File: src/rtl/async_fifo_wr_arbiter.sv
// Round-robin, burst-locked arbiter sharing one async FIFO write port
// between NUM_REQ requesters in the write clock domain.
module async_fifo_wr_arbiter #(
    parameter int NUM_REQ    = 4,
    parameter int DATA_WIDTH = 8,
    parameter int MAX_BURST  = 4,
    parameter int ID_W       = $clog2(NUM_REQ)
) (
    input  logic                              wclk,
    input  logic                              wrst,
    input  logic [NUM_REQ-1:0]                req_valid,
    input  logic [NUM_REQ*DATA_WIDTH-1:0]     req_data,
    output logic [NUM_REQ-1:0]                req_ready,
    input  logic                              wfull,
    output logic                              winc,
    output logic [DATA_WIDTH-1:0]             wdata,
    output logic                              gnt_valid,
    output logic [ID_W-1:0]                   gnt_id,
    output logic [$clog2(MAX_BURST+1)-1:0]    beat_cnt,
    output logic [15:0]                       wr_total
);

    localparam int BC_W = $clog2(MAX_BURST + 1);

    typedef enum logic {IDLE, GRANT} state_t;

    state_t          r_state;
    logic            r_gnt_valid;
    logic [ID_W-1:0] r_gnt_id;
    logic [ID_W-1:0] r_last_owner;
    logic [BC_W-1:0] r_beat_cnt;
    logic [15:0]     r_wr_total;

    logic            w_own_valid;
    logic            w_beat;
    logic            w_last_beat;
    logic            w_release;
    logic            w_win_found;
    logic [ID_W-1:0] w_base;
    logic [ID_W-1:0] w_win_id;

    assign w_own_valid = req_valid[r_gnt_id];
    assign winc        = !wrst && r_gnt_valid && w_own_valid && !wfull;
    assign w_beat      = winc;
    assign w_last_beat = (r_beat_cnt == BC_W'(MAX_BURST - 1));
    assign w_release   = r_gnt_valid &&
                         ((w_beat && w_last_beat) || !w_own_valid);

    assign wdata = r_gnt_valid ?
                   req_data[int'(r_gnt_id)*DATA_WIDTH +: DATA_WIDTH] :
                   '0;

    assign gnt_valid = r_gnt_valid;
    assign gnt_id    = r_gnt_id;
    assign beat_cnt  = r_beat_cnt;
    assign wr_total  = r_wr_total;

    always_comb begin
        req_ready = '0;
        if (!wrst && r_gnt_valid && !wfull) begin
            req_ready[r_gnt_id] = 1'b1;
        end
    end

    // On release the current owner becomes last_owner, so searching from
    // gnt_id+1 gives it the lowest priority in the same-edge re-arbitration.
    always_comb begin
        w_base      = (r_state == GRANT) ? r_gnt_id : r_last_owner;
        w_win_found = 1'b0;
        w_win_id    = '0;
        for (int i = 1; i <= NUM_REQ; i++) begin
            if (!w_win_found &&
                req_valid[(int'(w_base) + i) % NUM_REQ]) begin
                w_win_found = 1'b1;
                w_win_id    = ID_W'((int'(w_base) + i) % NUM_REQ);
            end
        end
    end

    always_ff @(posedge wclk) begin
        if (wrst) begin
            r_state      <= IDLE;
            r_gnt_valid  <= 1'b0;
            r_gnt_id     <= '0;
            r_beat_cnt   <= '0;
            r_wr_total   <= '0;
            r_last_owner <= ID_W'(NUM_REQ - 1);
        end else begin
            if (w_beat) begin
                r_beat_cnt <= r_beat_cnt + 1'b1;
                r_wr_total <= r_wr_total + 16'd1;
            end
            case (r_state)
                IDLE: begin
                    if (w_win_found) begin
                        r_state     <= GRANT;
                        r_gnt_valid <= 1'b1;
                        r_gnt_id    <= w_win_id;
                        r_beat_cnt  <= '0;
                    end
                end
                GRANT: begin
                    if (w_release) begin
                        r_last_owner <= r_gnt_id;
                        r_beat_cnt   <= '0;
                        if (w_win_found) begin
                            r_gnt_id <= w_win_id;
                        end else begin
                            r_state     <= IDLE;
                            r_gnt_valid <= 1'b0;
                        end
                    end
                end
            endcase
        end
    end

endmodule
File: config.mk
export PLATFORM = sky130hd
export DESIGN_NAME = async_fifo_wr_arbiter
export DESIGN_NICKNAME = d
export VERILOG_FILES = /design/src/rtl/async_fifo_wr_arbiter.sv
export SDC_FILE = /design/constraint.sdc
export NUM_CORES = 1
export LEC_CHECK = 0
export ABC_AREA = 1
export CORE_UTILIZATION = 44
export DETAILED_ROUTE_END_ITERATION = 8
export HOLD_SLACK_MARGIN = 0.08
export PLACE_DENSITY = 0.85
export SLEW_MARGIN = 20
export SYNTH_ARGS = -nofsm -noshare
export SYNTH_HDL_FRONTEND = slang
export SYNTH_SLANG_ARGS = --single-unit
File: constraint.sdc
create_clock -name wclk -period 2.11 [get_ports wclk]
set_input_delay 0.3165 -clock wclk [delete_from_list [all_inputs] [get_ports wclk]]
set_output_delay 0.3165 -clock wclk [all_outputs]
set_load 0.05 [all_outputs]
==> metrics.yaml, run 1 <==
run_status: "finished, final reports clean"
synth_cell_types: 33
worstPathMaxFanout: 9
skew_ps: 11.55
final_cell_mix: "nand2_1 (82), clkdlybuf4s50_1 (58), nand3_1 (39)"
multiInputGateArea_sq_um: 1196
r2r-end: "gnt_valid$_SDFFE_PP0P_"
cts_root_buf: "clkbuf_8"
num_io_pins: 74
ir_worst_vdd_uv: 408.0
port_buffers: 73
synth_ff_type: "dfxtp_1"
grt_pass1_vias: 2073
ys_ff_latch: 25
final_util: 0.6876
timing.fmax_mhz: 495.3
gp_congestion: 0.8929
slowest_stage: "dfxtp_1"
rsz0062_at_grt: "false"
drcViolationCount: 0
final_max_slew_viol_count: 0
clkLatencyLatePin_ps: 270
synth_async_sr_flop_share: 0
hold_path.class: "reg -> reg"
hold_path_startpoint: "wr_total[15]$_SDFFE_PP0P_"
min_path_cells: 2
netlist_area_sq_um: 1858
grt_remaining_overflow: 0
cts.sinks: 25
crit_path_end_kind: "output pin"
vias: 2291
diodes: 0
cts_tree: "done"
drt_first_iter_violations: 131
path_cells: "inv_2 -> nor2_1 -> nand2_1 -> a21oi_4 -> buf_4 -> buf_12"
critPathKind: "reg -> out"
die_h_um: 66.99
fin_area_sq_um: 2770
critical_path_arrival_ps: 1700
drt-vias-per-instance: 5.378
antenna_found_initial: 0
nets: 419
routedWlPerCell_um: 13.26
place_area_sq_um: 2705
critPathBufInv: 3
dieWidth_um: 66.99
cts.clk_slew.worst_paths_ps: 90
synth.avg_cell_area_sq_um: 6.277
final_antenna_net_count: 0
reg2reg_depth: 11
worstMarginPinSlew_ps: 527.6
synth_edf_count: 0
area_growth_syn_to_layout_pct: 49.09
layout.area.seq_sq_um: 501.7
slowest_delay_ps: 440
drive_gt1_frac: 0.1383
layout_commonest_cell: "nand2_1"
syn_inst: 296
powerDensity_nw_per_um2: 674.6
cts_made_buffers: 3
cp.required_ps: 1790
dr.pass1.iters: 4
initial_core_util: 0.4612
fillers: 346
hold_viol_final: 0
die_area_sq_um: 4487
yosysWarnings: 0
final.min_clock_period_ps: 2019
cts_buffer_depth: 2
whs_endpoint: "wr_total[15]$_SDFFE_PP0P_"
grt_max_degree: 16
worst_slack_ps: 90.92
htreeDepth: 1
wl_um: 5649
place_ws_ps: 95.61
maxSlewHeadroom: 0.6472
setup_violations: 0
grt_pass1_wl_um: 8818
p_leak_nw: 1.144
fin_crit_sh: 0.9569
track_usage: 0.2527
cp-startpoint: "gnt_valid$_SDFFE_PP0P_"
path_delay_family: "buffers and inverters"
hpwl_um: 4472
syn-num-nets: 338
ys_seq_area_frac: 0.2694
core_sq_um: 4029
startpoint_type: "flip-flop"
rows: 23
rrSetupSlack_ps: 250
cap_violations: 0
r2r-start: "gnt_id[1]$_SDFFE_PP0P_"
how the worst max path moves through the flow:
stage | to | slack [ps] | cells past startpoint
3_3_place_gp | wr_total[11]$_SDFFE_PP0P_ | 200 | 9
2_1_floorplan | req_ready[0] | -370 | 4
4_1_cts | wdata[6] | 40 | 6
5_1_grt | winc | 8 | 6
3_5_place_dp | wr_total[13]$_SDFFE_PP0P_ | 100 | 9
6_report | winc | 90 | 6
per-layer routing:
layer	vias up	routed length [um]	track usage
li1	1155	-	-
met1	1031	2183	0.2730
met2	97	2851	0.4848
met3	8	539	0.04623
met4	0	75	0.07979
met5	-	0	0
where the power goes:
group | internal [mW] | total, mW | leakage, nW | switching [mW]
clock network | 0.134 | 0.287 | 0.0217 | 0.153
logic | 0.365 | 1.04 | 0.919 | 0.676
registers | 0.500 | 0.541 | 0.203 | 0.0408
worst register-to-register path, cell delays in order (launching register included):
cell and delay [ps]:
dfxtp_2 460, inv_1 140, nand2_1 160, nor2_2 50
nor2_2 170, nand2_1 80, nand2_1 60, nand2_1 100
nor2_1 230, inv_1 110, o21ai_0 170, nor2_1 50
Yosys cell counts (5+ instances only):
master	n	area [sq um]
a21oi_1	10	50.05
a22oi_1	8	60.06
a31oi_1	9	56.30
clkbuf_1	5	18.77
dfxtp_1	25	500.5
inv_1	30	112.6
nand2_1	82	307.8
nand3_1	39	195.2
nand4_1	7	43.79
nor2_1	22	82.58
nor3_1	11	55.05
o21ai_0	11	55.05
area by class of cell:
type	count	area share
clock buffer	3	0.01491
clock inverter	1	0.002710
inverter	34	0.04697
multi-input combinational	230	0.4318
sequential	25	0.1811
tap	50	0.02258
timing repair buffer	83	0.2999
flip-flops by register name, summed over array words and instances (netlist names):
register	cells
gnt_id	2
r_state	1
wr_total	16
r_last_owner	2
beat_cnt	3
gnt_valid	1
metrics by stage:
step           TNS, ps  hold slack, ps  power (mW)  cells
2_1_floorplan    -3606           386.0       1.246    296
3_3_place_gp         0           483.6       1.539    420
3_5_place_dp         0           489.0       1.559    420
4_1_cts              0           502.6       1.847    424
5_1_grt              0           551.2       1.994    426
6_report             0           499.5       1.869    426
kinds of logic after synthesis:
logic type	count (synthesis)	share of synthesized area
simple gates	180	0.4566
flops	25	0.2694
buf+inv	41	0.09024
fa+ha+maj	3	0.02020
compound gates	42	0.1401
xor+xnor	5	0.02357
timing repair:
action                     CTS  global route
pin swaps                    0             1
setup endpoints to repair    8             5
resized for setup            1             1
setup buffers                0             2
hold buffers                 0             0
No activity file was read; power rests on OpenSTA's default activity.
==> run 2, diff against run 1 <==
- CELL_PAD_IN_SITES_DETAIL_PLACEMENT: default -> 1
- CELL_PAD_IN_SITES_GLOBAL_PLACEMENT: default -> 1
- CORE_UTILIZATION: 44 -> 29
- PLACE_DENSITY: 0.85 -> 0.84
==> metrics.yaml, run 2 (same netlist as run 1, synthesis figures left out) <==
cts.clk_slew.worst_paths_ps: 90  # about the same
drcViolationCount: 0  # unchanged
slowest_stage: "dfxtp_2"  # was dfxtp_1
grtUsageMet3: 0.03333  # was 0.04623
p_leak_nw: 1.167  # was 1.144 nW
hpwl_um: 5339  # was 4472 um
layout_commonest_cell: "nand2_1"  # unchanged
rsz0062_at_grt: "false"  # unchanged
critical_path_arrival_ps: 1640  # was 1700 ps
slowest_delay_ps: 400  # was 440 ps
final_max_slew_viol_count: 0  # unchanged
maxSlewHeadroom: 0.6243  # was 0.6472
critPathKind: "reg -> out"  # unchanged
cap_violations: 0  # unchanged
hold_path.class: "reg -> reg"  # unchanged
grt_use_met2: 0.3967  # was 0.4848
rows: 28  # was 23
grt_max_degree: 20  # was 16
crit_path_end_kind: "output pin"  # unchanged
htreeDepth: 1  # unchanged
antenna_found_initial: 0  # unchanged
final.min_clock_period_ps: 1955  # was 2019 ps
final_antenna_net_count: 0  # unchanged
top_usage_layer: "met2"  # unchanged
grt.met1_usage: 0.2337  # was 0.2730
run_status: "finished, final reports clean"  # unchanged
largest_register_ffs: 16  # unchanged
hold_viol_final: 0  # unchanged
core_sq_um: 6061  # was 4029 sq um
setup_violations: 0  # unchanged
wl_um: 6666  # was 5649 um
place_ws_ps: 68.05  # was 95.61 ps
grt_remaining_overflow: 0  # unchanged
powerDensity_nw_per_um2: 683.0  # was 674.6 nW/um^2
fin_cells: 453  # was 426
routedWlPerCell_um: 14.72  # was 13.26 um
nets: 421  # was 419
initial_core_util: 0.3066  # was 0.4612
drt_first_iter_violations: 78  # was 131
area_growth_syn_to_layout_pct: 53.40  # was 49.09%
cts_root_buf: "clkbuf_8"  # unchanged
vias: 2326  # was 2291
skew_ps: 9.164  # was 11.55 ps
startpoint_type: "flip-flop"  # unchanged
path_cells: "buf_4 -> buf_4 -> nand3_1 -> nand2_1 -> nor2_2 -> a21oi_4 -> buf_12 -> buf_12"  # was inv_2 -> nor2_1 -> nand2_1 -> a21oi_4 -> buf_4 -> buf_12
clkLatencyLatePin_ps: 270  # about the same
rrSetupSlack_ps: 280  # was 250 ps
die_area_sq_um: 6731  # was 4487 sq um
dieWidth_um: 82.05  # was 66.99 um
cts_made_buffers: 3  # unchanged
diodes: 0  # unchanged
cts_tree: "done"  # unchanged
place_area_sq_um: 2776  # was 2705 sq um
placed_cells: 447  # was 420
worst_slack_ps: 155.4  # was 90.92 ps
cts_buffer_depth: 2  # unchanged
grt_pass1_vias: 2368  # was 2073
whs_ps: 510.0  # was 499.5 ps
final_cell_mix: "nand2_1 (81), clkdlybuf4s50_1 (58), nand3_1 (39)"  # was nand2_1 (82), clkdlybuf4s50_1 (58), nand3_1 (39)
fin_crit_sh: 0.9263  # was 0.9569
timing.fmax_mhz: 511.6  # was 495.3 MHz
track_usage: 0.2060  # was 0.2527
final_util: 0.4703  # was 0.6876
dr.pass1.iters: 4  # unchanged
grt_pass1_wl_um: 10850  # was 8818 um
gp_congestion: 0.8364  # was 0.8929
drt-vias-per-instance: 5.135  # was 5.378
fin_area_sq_um: 2850  # was 2770 sq um
worstMarginPinSlew_ps: 561.8  # was 527.6 ps
fillers: 784  # was 346
ir_worst_vdd_uv: 399.8  # was 408.0 uV
port_buffers: 73  # unchanged
drive_gt1_frac: 0.1534  # was 0.1383
worstPathMaxFanout: 19  # was 9
cp.required_ps: 1790  # about the same
die_h_um: 82.05  # was 66.99 um
cts.sinks: 25  # unchanged
num_io_pins: 74  # unchanged
==> run 2: worst paths after layout <==
check	start	to	cells after the start
worst min-delay path	wr_total[15]$_SDFFE_PP0P_	wr_total[15]$_SDFFE_PP0P_	2
worst max register to register	gnt_id[1]$_SDFFE_PP0P_	gnt_valid$_SDFFE_PP0P_	12
worst max-delay path	gnt_id[1]$_SDFFE_PP0P_	winc	8
worst min register to register	wr_total[15]$_SDFFE_PP0P_	wr_total[15]$_SDFFE_PP0P_	2
==> run 2: per-stage QoR <==
stage	power, mW	TNS [ps]
floorplan	1.246	-3606
global placement	1.610	0
detailed placement	1.637	0
CTS	1.927	0
global route	2.078	0
finish	1.947	0
==> run 2: timing repair <==
item	CTS	global route
hold buffers	0	0
endpoints found under the setup margin	7	10
buffers inserted	0	2
pin swaps	0	1
resized for setup	3	3
==> run 2: area by class of cell <==
class	instances	area, sq um	share of cell area
flip-flops and latches	25	503.0	0.1765
clock buffers	3	41.29	0.01449
repair buffers	85	870.8	0.3055
multi-input cells	230	1206	0.4232
clock inverters	1	5.005	0.001756
inverters	34	130.1	0.04565
well taps	75	93.84	0.03292
==> run 2: where the power goes <==
| group | leakage (nW) | internal [mW] | switching [mW] |
|---|---|---|---|
| clock network | 0.0255 | 0.132 | 0.157 |
| logic | 0.938 | 0.401 | 0.712 |
| registers | 0.204 | 0.501 | 0.0435 |
==> run 2: routing by layer <==
metal / part of all wire / wire length [um] / up-vias
met5: 0 / 0 / -
met4: 0.0095 / 63 / 0
met3: 0.074 / 494 / 7
met2: 0.48 / 3174 / 80
met1: 0.44 / 2933 / 1084
li1: - / - / 1155
==> run 2: worst max-delay path: cells and delay by family (launching register included) <==
kind                   cells  cell delay, ps
AOI/OAI and AO/OA          1             140
buffers and inverters      4             620
DFF                        1             400
and+or+nand+nor            3             200
